### src/rtl/wb_mst_arb_if.sv
// ============================================================================
// Module   : wb_mst_arb_if
// Purpose  : Bundles the per-master request/response lanes and the shared
//            slave-side bus of the wb_mst_arb round-robin arbiter.
// Revision : 1.0 - initial release
// ============================================================================
`default_nettype none

interface wb_mst_arb_if #(
  parameter int MASTERS = 4,
  parameter int AW      = 32
);
  // Per-master request lanes, master m occupies slice [m*W +: W]
  logic [MASTERS-1:0]    mst_cyc_i;
  logic [MASTERS-1:0]    mst_stb_i;
  logic [MASTERS-1:0]    mst_we_i;
  logic [MASTERS*AW-1:0] mst_adr_i;
  logic [MASTERS*32-1:0] mst_dat_i;
  logic [MASTERS*4-1:0]  mst_sel_i;
  logic [MASTERS-1:0]    mst_ack_o;
  logic [MASTERS-1:0]    mst_err_o;
  logic [31:0]           mst_dat_o;
  // Shared bus towards the slave decoder
  logic                  cyc_o;
  logic                  stb_o;
  logic                  we_o;
  logic [AW-1:0]         adr_o;
  logic [31:0]           dat_o;
  logic [3:0]            sel_o;
  logic                  ack_i;
  logic [31:0]           dat_i;
  logic [MASTERS-1:0]    gnt_o;

  // slave: the arbiter itself; master: the surrounding masters and slave
  modport slave (
    input  mst_cyc_i, mst_stb_i, mst_we_i, mst_adr_i, mst_dat_i, mst_sel_i,
    input  ack_i, dat_i,
    output mst_ack_o, mst_err_o, mst_dat_o,
    output cyc_o, stb_o, we_o, adr_o, dat_o, sel_o, gnt_o
  );

  modport master (
    output mst_cyc_i, mst_stb_i, mst_we_i, mst_adr_i, mst_dat_i, mst_sel_i,
    output ack_i, dat_i,
    input  mst_ack_o, mst_err_o, mst_dat_o,
    input  cyc_o, stb_o, we_o, adr_o, dat_o, sel_o, gnt_o
  );
endinterface

`default_nettype wire

### src/rtl/wb_mst_arb.sv
// ============================================================================
// Module   : wb_mst_arb
// Purpose  : N-master to 1-slave Wishbone arbiter, round-robin grant held for
//            a whole CYC burst. Optional ACK timeout: WB_ARB_TIMEOUT_EN.
// Revision : 1.0 - initial release
// ============================================================================
`default_nettype none

module wb_mst_arb #(
  parameter int MASTERS = 4,
  parameter int AW      = 32,
  parameter int TIMEOUT = 64
) (
  input  wire logic     clk_i,
  input  wire logic     rst_i,
  wb_mst_arb_if.slave   bus
);

  localparam int DW = 32;
  localparam int SW = 4;
  localparam int IW = (MASTERS > 1) ? $clog2(MASTERS) : 1;

  typedef enum logic [0:0] {
    IDLE = 1'b0,
    BUSY = 1'b1
  } state_t;

  state_t             state_q, state_d;
  logic [MASTERS-1:0] gnt_q, gnt_d;
  logic [IW-1:0]      last_q, last_d;

  logic               pick_valid;
  logic [IW-1:0]      pick_idx;
  logic [IW-1:0]      cand;

  logic               g_cyc, g_stb, g_we;
  logic [AW-1:0]      g_adr;
  logic [DW-1:0]      g_dat;
  logic [SW-1:0]      g_sel;
  logic [IW-1:0]      g_idx;

  logic               busy;
  logic               stb_int;
  logic               to_fire;

  assign busy = (state_q == BUSY) && !rst_i;

  // Scan from farthest to nearest so the first requester after last_q wins
  always_comb begin
    pick_valid = 1'b0;
    pick_idx   = '0;
    cand       = '0;
    for (int off = MASTERS; off >= 1; off--) begin
      cand = IW'((int'(last_q) + off) % MASTERS);
      if (bus.mst_cyc_i[cand]) begin
        pick_valid = 1'b1;
        pick_idx   = cand;
      end
    end
  end

  // Granted-master mux, driven from the registered one-hot grant
  always_comb begin
    g_cyc = 1'b0;
    g_stb = 1'b0;
    g_we  = 1'b0;
    g_adr = '0;
    g_dat = '0;
    g_sel = '0;
    g_idx = '0;
    for (int m = 0; m < MASTERS; m++) begin
      if (gnt_q[m]) begin
        g_cyc = bus.mst_cyc_i[m];
        g_stb = bus.mst_stb_i[m];
        g_we  = bus.mst_we_i[m];
        g_adr = bus.mst_adr_i[m*AW +: AW];
        g_dat = bus.mst_dat_i[m*DW +: DW];
        g_sel = bus.mst_sel_i[m*SW +: SW];
        g_idx = IW'(m);
      end
    end
  end

  always_comb begin
    state_d = state_q;
    gnt_d   = gnt_q;
    last_d  = last_q;
    case (state_q)
      IDLE: begin
        if (pick_valid) begin
          state_d = BUSY;
          gnt_d   = {{(MASTERS-1){1'b0}}, 1'b1} << pick_idx;
        end
      end
      BUSY: begin
        if (!g_cyc) begin
          state_d = IDLE;
          gnt_d   = '0;
          last_d  = g_idx;
        end
      end
      default: begin
        state_d = IDLE;
        gnt_d   = '0;
      end
    endcase
  end

  always_ff @(posedge clk_i) begin
    if (rst_i) begin
      state_q <= IDLE;
      gnt_q   <= '0;
      last_q  <= IW'(MASTERS - 1);
    end else begin
      state_q <= state_d;
      gnt_q   <= gnt_d;
      last_q  <= last_d;
    end
  end

`ifdef WB_ARB_TIMEOUT_EN
  localparam int CW = (TIMEOUT > 2) ? $clog2(TIMEOUT) : 1;

  logic [CW-1:0] cnt_q;

  // Counts on the master's raw STB so the forced-low STB cannot feed back
  assign to_fire = busy && g_stb && (cnt_q == CW'(TIMEOUT - 1));

  always_ff @(posedge clk_i) begin
    if (rst_i || !busy || bus.ack_i || !g_stb || to_fire) begin
      cnt_q <= '0;
    end else begin
      cnt_q <= cnt_q + 1'b1;
    end
  end
`else
  logic unused_timeout;
  assign unused_timeout = (TIMEOUT > 0);
  assign to_fire        = 1'b0;
`endif

  always_comb begin
    stb_int       = 1'b0;
    bus.cyc_o     = 1'b0;
    bus.stb_o     = 1'b0;
    bus.we_o      = 1'b0;
    bus.adr_o     = '0;
    bus.dat_o     = '0;
    bus.sel_o     = '0;
    bus.mst_ack_o = '0;
    bus.mst_err_o = '0;
    bus.mst_dat_o = '0;
    bus.gnt_o     = '0;
    if (busy) begin
      stb_int       = g_stb && !to_fire;
      bus.cyc_o     = 1'b1;
      bus.stb_o     = stb_int;
      bus.we_o      = g_we;
      bus.adr_o     = g_adr;
      bus.dat_o     = g_dat;
      bus.sel_o     = g_sel;
      // ACK without an active strobe is stray and never forwarded
      bus.mst_ack_o = gnt_q & {MASTERS{bus.ack_i && stb_int}};
      bus.mst_err_o = gnt_q & {MASTERS{to_fire}};
      bus.mst_dat_o = bus.dat_i;
      bus.gnt_o     = gnt_q;
    end
  end

endmodule

`default_nettype wire

### src/flat_wrapper.sv
// flat-port wrapper written by rule: the top's interface ports become plain ports
module wb_mst_arb_flat 
#(
  parameter int MASTERS = 4,
  parameter int AW      = 32,
  parameter int TIMEOUT = 64
)
  (clk_i, rst_i, bus_mst_cyc_i, bus_mst_stb_i, bus_mst_we_i, bus_mst_adr_i, bus_mst_dat_i, bus_mst_sel_i, bus_ack_i, bus_dat_i, bus_mst_ack_o, bus_mst_err_o, bus_mst_dat_o, bus_cyc_o, bus_stb_o, bus_we_o, bus_adr_o, bus_dat_o, bus_sel_o, bus_gnt_o);
  wb_mst_arb_if #(.MASTERS(MASTERS), .AW(AW)) bus_i ();
  input  wire logic clk_i;
  input  wire logic rst_i;
  input wire logic [$bits(bus_i.mst_cyc_i)-1:0] bus_mst_cyc_i;
  input wire logic [$bits(bus_i.mst_stb_i)-1:0] bus_mst_stb_i;
  input wire logic [$bits(bus_i.mst_we_i)-1:0] bus_mst_we_i;
  input wire logic [$bits(bus_i.mst_adr_i)-1:0] bus_mst_adr_i;
  input wire logic [$bits(bus_i.mst_dat_i)-1:0] bus_mst_dat_i;
  input wire logic [$bits(bus_i.mst_sel_i)-1:0] bus_mst_sel_i;
  input wire logic [$bits(bus_i.ack_i)-1:0] bus_ack_i;
  input wire logic [$bits(bus_i.dat_i)-1:0] bus_dat_i;
  output wire logic [$bits(bus_i.mst_ack_o)-1:0] bus_mst_ack_o;
  output wire logic [$bits(bus_i.mst_err_o)-1:0] bus_mst_err_o;
  output wire logic [$bits(bus_i.mst_dat_o)-1:0] bus_mst_dat_o;
  output wire logic [$bits(bus_i.cyc_o)-1:0] bus_cyc_o;
  output wire logic [$bits(bus_i.stb_o)-1:0] bus_stb_o;
  output wire logic [$bits(bus_i.we_o)-1:0] bus_we_o;
  output wire logic [$bits(bus_i.adr_o)-1:0] bus_adr_o;
  output wire logic [$bits(bus_i.dat_o)-1:0] bus_dat_o;
  output wire logic [$bits(bus_i.sel_o)-1:0] bus_sel_o;
  output wire logic [$bits(bus_i.gnt_o)-1:0] bus_gnt_o;
  assign bus_i.mst_cyc_i = bus_mst_cyc_i;
  assign bus_i.mst_stb_i = bus_mst_stb_i;
  assign bus_i.mst_we_i = bus_mst_we_i;
  assign bus_i.mst_adr_i = bus_mst_adr_i;
  assign bus_i.mst_dat_i = bus_mst_dat_i;
  assign bus_i.mst_sel_i = bus_mst_sel_i;
  assign bus_i.ack_i = bus_ack_i;
  assign bus_i.dat_i = bus_dat_i;
  assign bus_mst_ack_o = bus_i.mst_ack_o;
  assign bus_mst_err_o = bus_i.mst_err_o;
  assign bus_mst_dat_o = bus_i.mst_dat_o;
  assign bus_cyc_o = bus_i.cyc_o;
  assign bus_stb_o = bus_i.stb_o;
  assign bus_we_o = bus_i.we_o;
  assign bus_adr_o = bus_i.adr_o;
  assign bus_dat_o = bus_i.dat_o;
  assign bus_sel_o = bus_i.sel_o;
  assign bus_gnt_o = bus_i.gnt_o;
  wb_mst_arb #(.MASTERS(MASTERS), .AW(AW), .TIMEOUT(TIMEOUT)) u_core (.clk_i(clk_i), .rst_i(rst_i), .bus(bus_i));
endmodule
### config.mk
export PLATFORM = sky130hd
export DESIGN_NAME = wb_mst_arb_flat
export DESIGN_NICKNAME = d
export VERILOG_FILES = /design/src/rtl/wb_mst_arb_if.sv /design/src/rtl/wb_mst_arb.sv /design/src/flat_wrapper.sv
export SDC_FILE = /design/constraint.sdc
export NUM_CORES = 1
export LEC_CHECK = 0
export CORE_AREA = 2 2 168 170
export CTS_CLUSTER_DIAMETER = 30
export DETAILED_ROUTE_END_ITERATION = 10
export DIE_AREA = 0 0 170 172
export HOLD_SLACK_MARGIN = 0.08
export PLACE_DENSITY = 0.51
export REMOVE_ABC_BUFFERS = 1
export SYNTH_ARGS = -nofsm -noshare
export SYNTH_HDL_FRONTEND = slang
export SYNTH_SLANG_ARGS = --single-unit
### constraint.sdc
create_clock -name clk_i -period 1.3 [get_ports clk_i]
set_input_delay 0.13 -clock clk_i [delete_from_list [all_inputs] [get_ports clk_i]]
set_output_delay 0.13 -clock clk_i [all_outputs]
set_load 0.1 [all_outputs]
After elaboration in Yosys (flattened, before gate mapping)
Cells that the tools add are included.
{"block": "totals", "ff_bits": 7, "inputBits": 319, "output_inout_bits": 115, "wordCells": 80}
{"block": "op_classes", "n_addsub": 4, "n_lt_le_gt_ge": 4, "eq_ne": 2, "shift": 1, "mux": 58, "n_bitwise": 3, "n_reduce_logical": 5}
{"cell": "$mux W32", "n": 11}
{"cell": "$mux W4", "n": 9}
{"cell": "$mux W1", "n": 26}
{"cell": "$lt A2 B3 Y1 const B", "n": 4}
{"cell": "$mux W2", "n": 6}
{"cell": "$bmux W1 S2", "n": 4}
{"cell": "$pmux W4 S2", "n": 1}
{"cell": "$add A2 B1 Y2 const B", "n": 2}
{"cell": "$add A2 B2 Y2 const B", "n": 2}
{"cell": "$and A4 B4 Y4", "n": 1}
{"cell": "$reduce_and A2 Y1", "n": 2}
{"cell": "$shl A1 B2 Y4 const A", "n": 1}
{"cell": "$logic_and A1 B1 Y1", "n": 2}
{"cell": "$ne A2 B1 Y1 const B", "n": 1}
{"cell": "$ne A2 B2 Y1 const B", "n": 1}
{"cell": "$not A1 Y1", "n": 2}
{"cell": "$pmux W1 S2", "n": 1}
{"cell": "$logic_not A1 Y1", "n": 1}

Longest topological paths before layout
{"block": "logic_depth", "depth_word": 10, "ltp_mapped": 6, "ltp_nobuf": 5}

Worst setup path before layout
No wires, ideal clock.
{"block": "synth_path", "kind": "reg2out", "from": "register u_core.gnt_q[0]", "to": "output port bus_dat_o[21]", "arrival_ns": 3.121, "t_required_ns": 1.170, "slack_ns": -1.951, "path_stages_with_launch": 7, "n_path_buf": 3, "path_cell_list": "dfxtp_1 -> nor2b_1 -> buf_4 -> buf_2 -> buf_2 -> a221oi_1 -> nor3_1"}
{"block": "synth_between", "elab_chain_len": 5}
{"item": "start, declared", "line_no": "wb_mst_arb.sv:29", "text": "logic [MASTERS-1:0] gnt_q, gnt_d;"}
{"item": "start signal, assigned", "line_no": "wb_mst_arb.sv:116", "text": "gnt_q <= gnt_d;"}
{"item": "$mux W32 (4 in series)", "line_no": "wb_mst_arb.sv:72", "text": "if (gnt_q[m]) begin"}
{"item": "$mux W32", "line_no": "wb_mst_arb.sv:154", "text": "if (busy) begin"}
{"item": "end, declared", "line_no": "flat_wrapper.sv:27", "text": "output wire logic [$bits(bus_i.dat_o)-1:0] bus_dat_o;"}
No other way between the ends.

Worst setup path after layout
{"block": "layout_path", "from": "register u_core.gnt_q[0]", "to": "output port bus_mst_ack_o[0]"}
{"block": "layout_between", "elab_chain_len": 7}
{"item": "$mux W1 (4 in series)", "line_no": "wb_mst_arb.sv:72"}
{"item": "$logic_and A1 B1 Y1", "line_no": "wb_mst_arb.sv:163", "text": "bus.mst_ack_o = gnt_q & {MASTERS{bus.ack_i && stb_int}};"}
{"item": "$and A4 B4 Y4 *", "line_no": "wb_mst_arb.sv:163"}
{"item": "$mux W4 *", "line_no": "wb_mst_arb.sv:154"}
{"item": "end, declared", "line_no": "flat_wrapper.sv:20", "text": "output wire logic [$bits(bus_i.mst_ack_o)-1:0] bus_mst_ack_o;"}
Mark *: on every way between the ends. The rest lies on a longest branch, timed or not.

==> results.md <==
- Outcome: finished, violations left
- Failing checks: negative setup slack
- Top cells by count, synth: 72 x nor3_1, 69 x a221oi_1, 69 x o22ai_1
- Worst Path Arrival: roughly 1.8 ns
- Die extent in x: 170 um
- Die H: between 150 and 200 um
- IO buf count: between 400 and 500
- CP Capture Type: output pin
- H-tree level count: 1
- Crit-path max FO: 4
- Peak VDD IR: 0.0003503 V
- Critical path class: reg -> out
- Placed cells: about 1200
- Setup Viol. Count Final: about 120
- Final hold slack: between 0.3 and 0.4 ns
- Synthesized flop and latch total: 7
- Ys flop type: dfxtp_1
- Met1 usage: 0.1639
- CTS tree: built
- Fmax: approximately 0.52 GHz
- Number of max-cap violations: 0
- Syn Area/Cell: approximately 6.5 um2
- Clock Pin Slew Worst Setup and Hold Paths: 0.04 ns
- Final setup skew: roughly 0.0018 ns
- Hold_buf cts: 0
- Register area share after synthesis: 0.05867
- Total power: ~7.7 mW
- Dpl cell area: roughly 8600 um2
- P_leak: about 3.7 nW
- Initial Util: 0.08693
- DP HPWL: ~17 mm
- CTS Root Cell: clkbuf_16
- Fill count: between 2000 and 3000
- Slew Viols, Final: 0
- Worst reg-to-reg setup slack: -0.45 ns
- FFs w/ async S/R, synth: 0
- Placer Congestion: approximately 0.75
- Unrepaired setup endpoints after global routing: yes
- Routed Antenna Nets: 0
- Leading area contributor after synthesis: a221oi_1
- Hold path cells: 4
- Endpoints failing hold: 0
- Total gr overflow: 0
- Share of the synthesized area in the top cell type: 0.2530
- Hold Startpoint: rst_i
- Critical path, cell by cell: nor2b_4 -> a221oi_4 -> or4b_4 -> nor2_4 -> buf_12
- Largest net degree at the start of global routing: 40
- CTS sink count: 7
- FF-to-FF End: u_core.gnt_q[2]
- Core area: 27480 um2
- Tcrit/Tclk final: 1.490
- Layout Cells excl Fill: ~1200
- # IOs: around 430
- Vias: between 5000 and 6000
- GRT Overall Usage: 0.1425
- DR vias/cell: around 4.5
- Worst path required time: ~1.2 ns
- Vias in the first global route: around 5500
- Worst Hold Endpoint: u_core.last_q[1]
- Die area: around 29000 um2
- Setup ws final: -0.6365 ns
- Ys Warns: 0
- Critical Path Source Type: flop
- Routed wire length: 24.79 mm
- Number of antenna violations at the first check in global routing: 1
- Final routed DRC violation total: 0
- Rows: between 60 and 70
- Most common cell in the netlist: nor3_1
- PD cells: between 700 and 800 nW/um2
- R2R depth: 9
- Met2 Use GR: 0.2678
- Period minus WS final: a little under 2 ns
- Max stage delay cell, worst path: or4b_4
- Design Area, Final: 10360 um2
- Drt initial violations: approximately 170
- EDFF count, synth: 0
- Synthesized area: 2389 um2
- Fin nets: around 1200
- Post-synth cell types: 43
- Met3 Usage GRT: 0.03479
- Layout area overhead: 333.6%
- Largest stage delay, worst path: 0.60 ns
- Clock latency on the worst-skew pair: about 0.24 ns
- Avg WL per Cell: 20.81 um
- First-pass GRT wire length: roughly 32 mm
- RR Startpoint: u_core.gnt_q[3]
- Deepest clock path buffer count: 2
- GRT Max-Usage Layer: met2
- Clock buffer count from CTS: 3
- Hold crit path type: in -> reg
- Detailed-router iteration count before antenna repair: 4
- Post-Synthesis Cells: 370
- Share of layout cells above drive strength 1: 0.4254
- Setup TNS Final: -47.39 ns
- Synth top area cells: a221oi_1 25%, o22ai_1 18%, nor3_1 15%
[stage by stage]
stage	utilization	setup slack (ns)
floorplan	-	-4.667
global placement	0.3142	-0.6529
detailed placement	0.3142	-0.6721
CTS	0.3625	-0.6706
global route	0.3769	-0.6882
finish	0.3769	-0.6365
[cell families after synthesis]
kind of cell           share of synthesized area
AO/OA/AOI/OAI                             0.5149
buffers and inverters                     0.1168
flip-flops                               0.05867
multiplexers                            0.004191
other                                   0.001570
AND/OR/NAND/NOR                           0.3038
[worst max path at each step]
stage | startpoint | end | slack (ns) | cells after the start
2_1_floorplan | u_core.gnt_q[1] | bus_adr_o[0] | -4.67 | 3
3_3_place_gp | rst_i | bus_mst_ack_o[0] | -0.65 | 7
3_5_place_dp | rst_i | bus_mst_ack_o[3] | -0.67 | 7
4_1_cts | u_core.gnt_q[0] | bus_mst_ack_o[0] | -0.67 | 5
5_1_grt | u_core.gnt_q[0] | bus_mst_ack_o[0] | -0.69 | 5
6_report | u_core.gnt_q[0] | bus_mst_ack_o[0] | -0.64 | 5
[critical path, delay by kind of cell, from the launching register on]
family | cells | cell delay [ns]
buffers and inverters | 1 | 0.18
and+or+nand+nor | 3 | 0.98
DFF | 1 | 0.32
AOI/OAI and AO/OA | 1 | 0.09
[per-layer routing]
metal  wire [um]  part of all wire
met1        9373              0.38
met2       12760              0.51
met3        2252             0.091
met4         399             0.016
met5           0                 0
[flip-flops by register name, summed over array words and instances, names as in the netlist]
signal,cells
u_core.last_q,2
u_core.gnt_q,4
u_core.state_q,1
[placed cells by master, fill, tap and decap left out, types with 2 or more instances in the layout]
cell type        count
nor2_1               4
conb_1               4
a21o_1               2
buf_8                2
nor3_2              48
and2_4              32
dfxtp_1              2
buf_16               9
buf_6               11
clkdlybuf4s50_1    316
buf_4               49
a221oi_4            25
clkbuf_16            7
bufbuf_16            3
or2_4                2
o22ai_1             69
dfxtp_2              5
a221oi_2            16
nor2_4               7
dlygate4sd2_1        2
buf_12             127
inv_1                6
nand2b_1             4
a221oi_1            29
o21ai_0              2
a32o_1               2
nand2_1              4
nor3_1              24
a21oi_2              2
o211ai_1             2
[what timing repair did]
action,CTS,global route
pin swaps,46,8
setup buffers,10,5
resized for setup,194,29
setup endpoints to repair,118,118
gates cloned,9,5
[power by group]
| part | switching [mW] | internal (mW) |
|---|---|---|
| sequential | 0.0379 | 0.251 |
| clock | 0.133 | 0.410 |
| combinational | 3.63 | 3.27 |
| total | 3.80 | 3.93 |
[cell type report]
| class | instances | area (um2) | share of cell area |
|---|---|---|---|
| flip-flops and latches | 7 | 146.4 | 0.01414 |
| multi-input cells | 302 | 2963 | 0.2861 |
| inverters | 8 | 42.54 | 0.004108 |
| well taps | 346 | 432.9 | 0.04180 |
| repair buffers | 523 | 6690 | 0.6460 |
| diodes | 1 | 2.502 | 0.0002416 |
| clock buffers | 4 | 78.83 | 0.007611 |
Power figures use the tool's default switching activity.
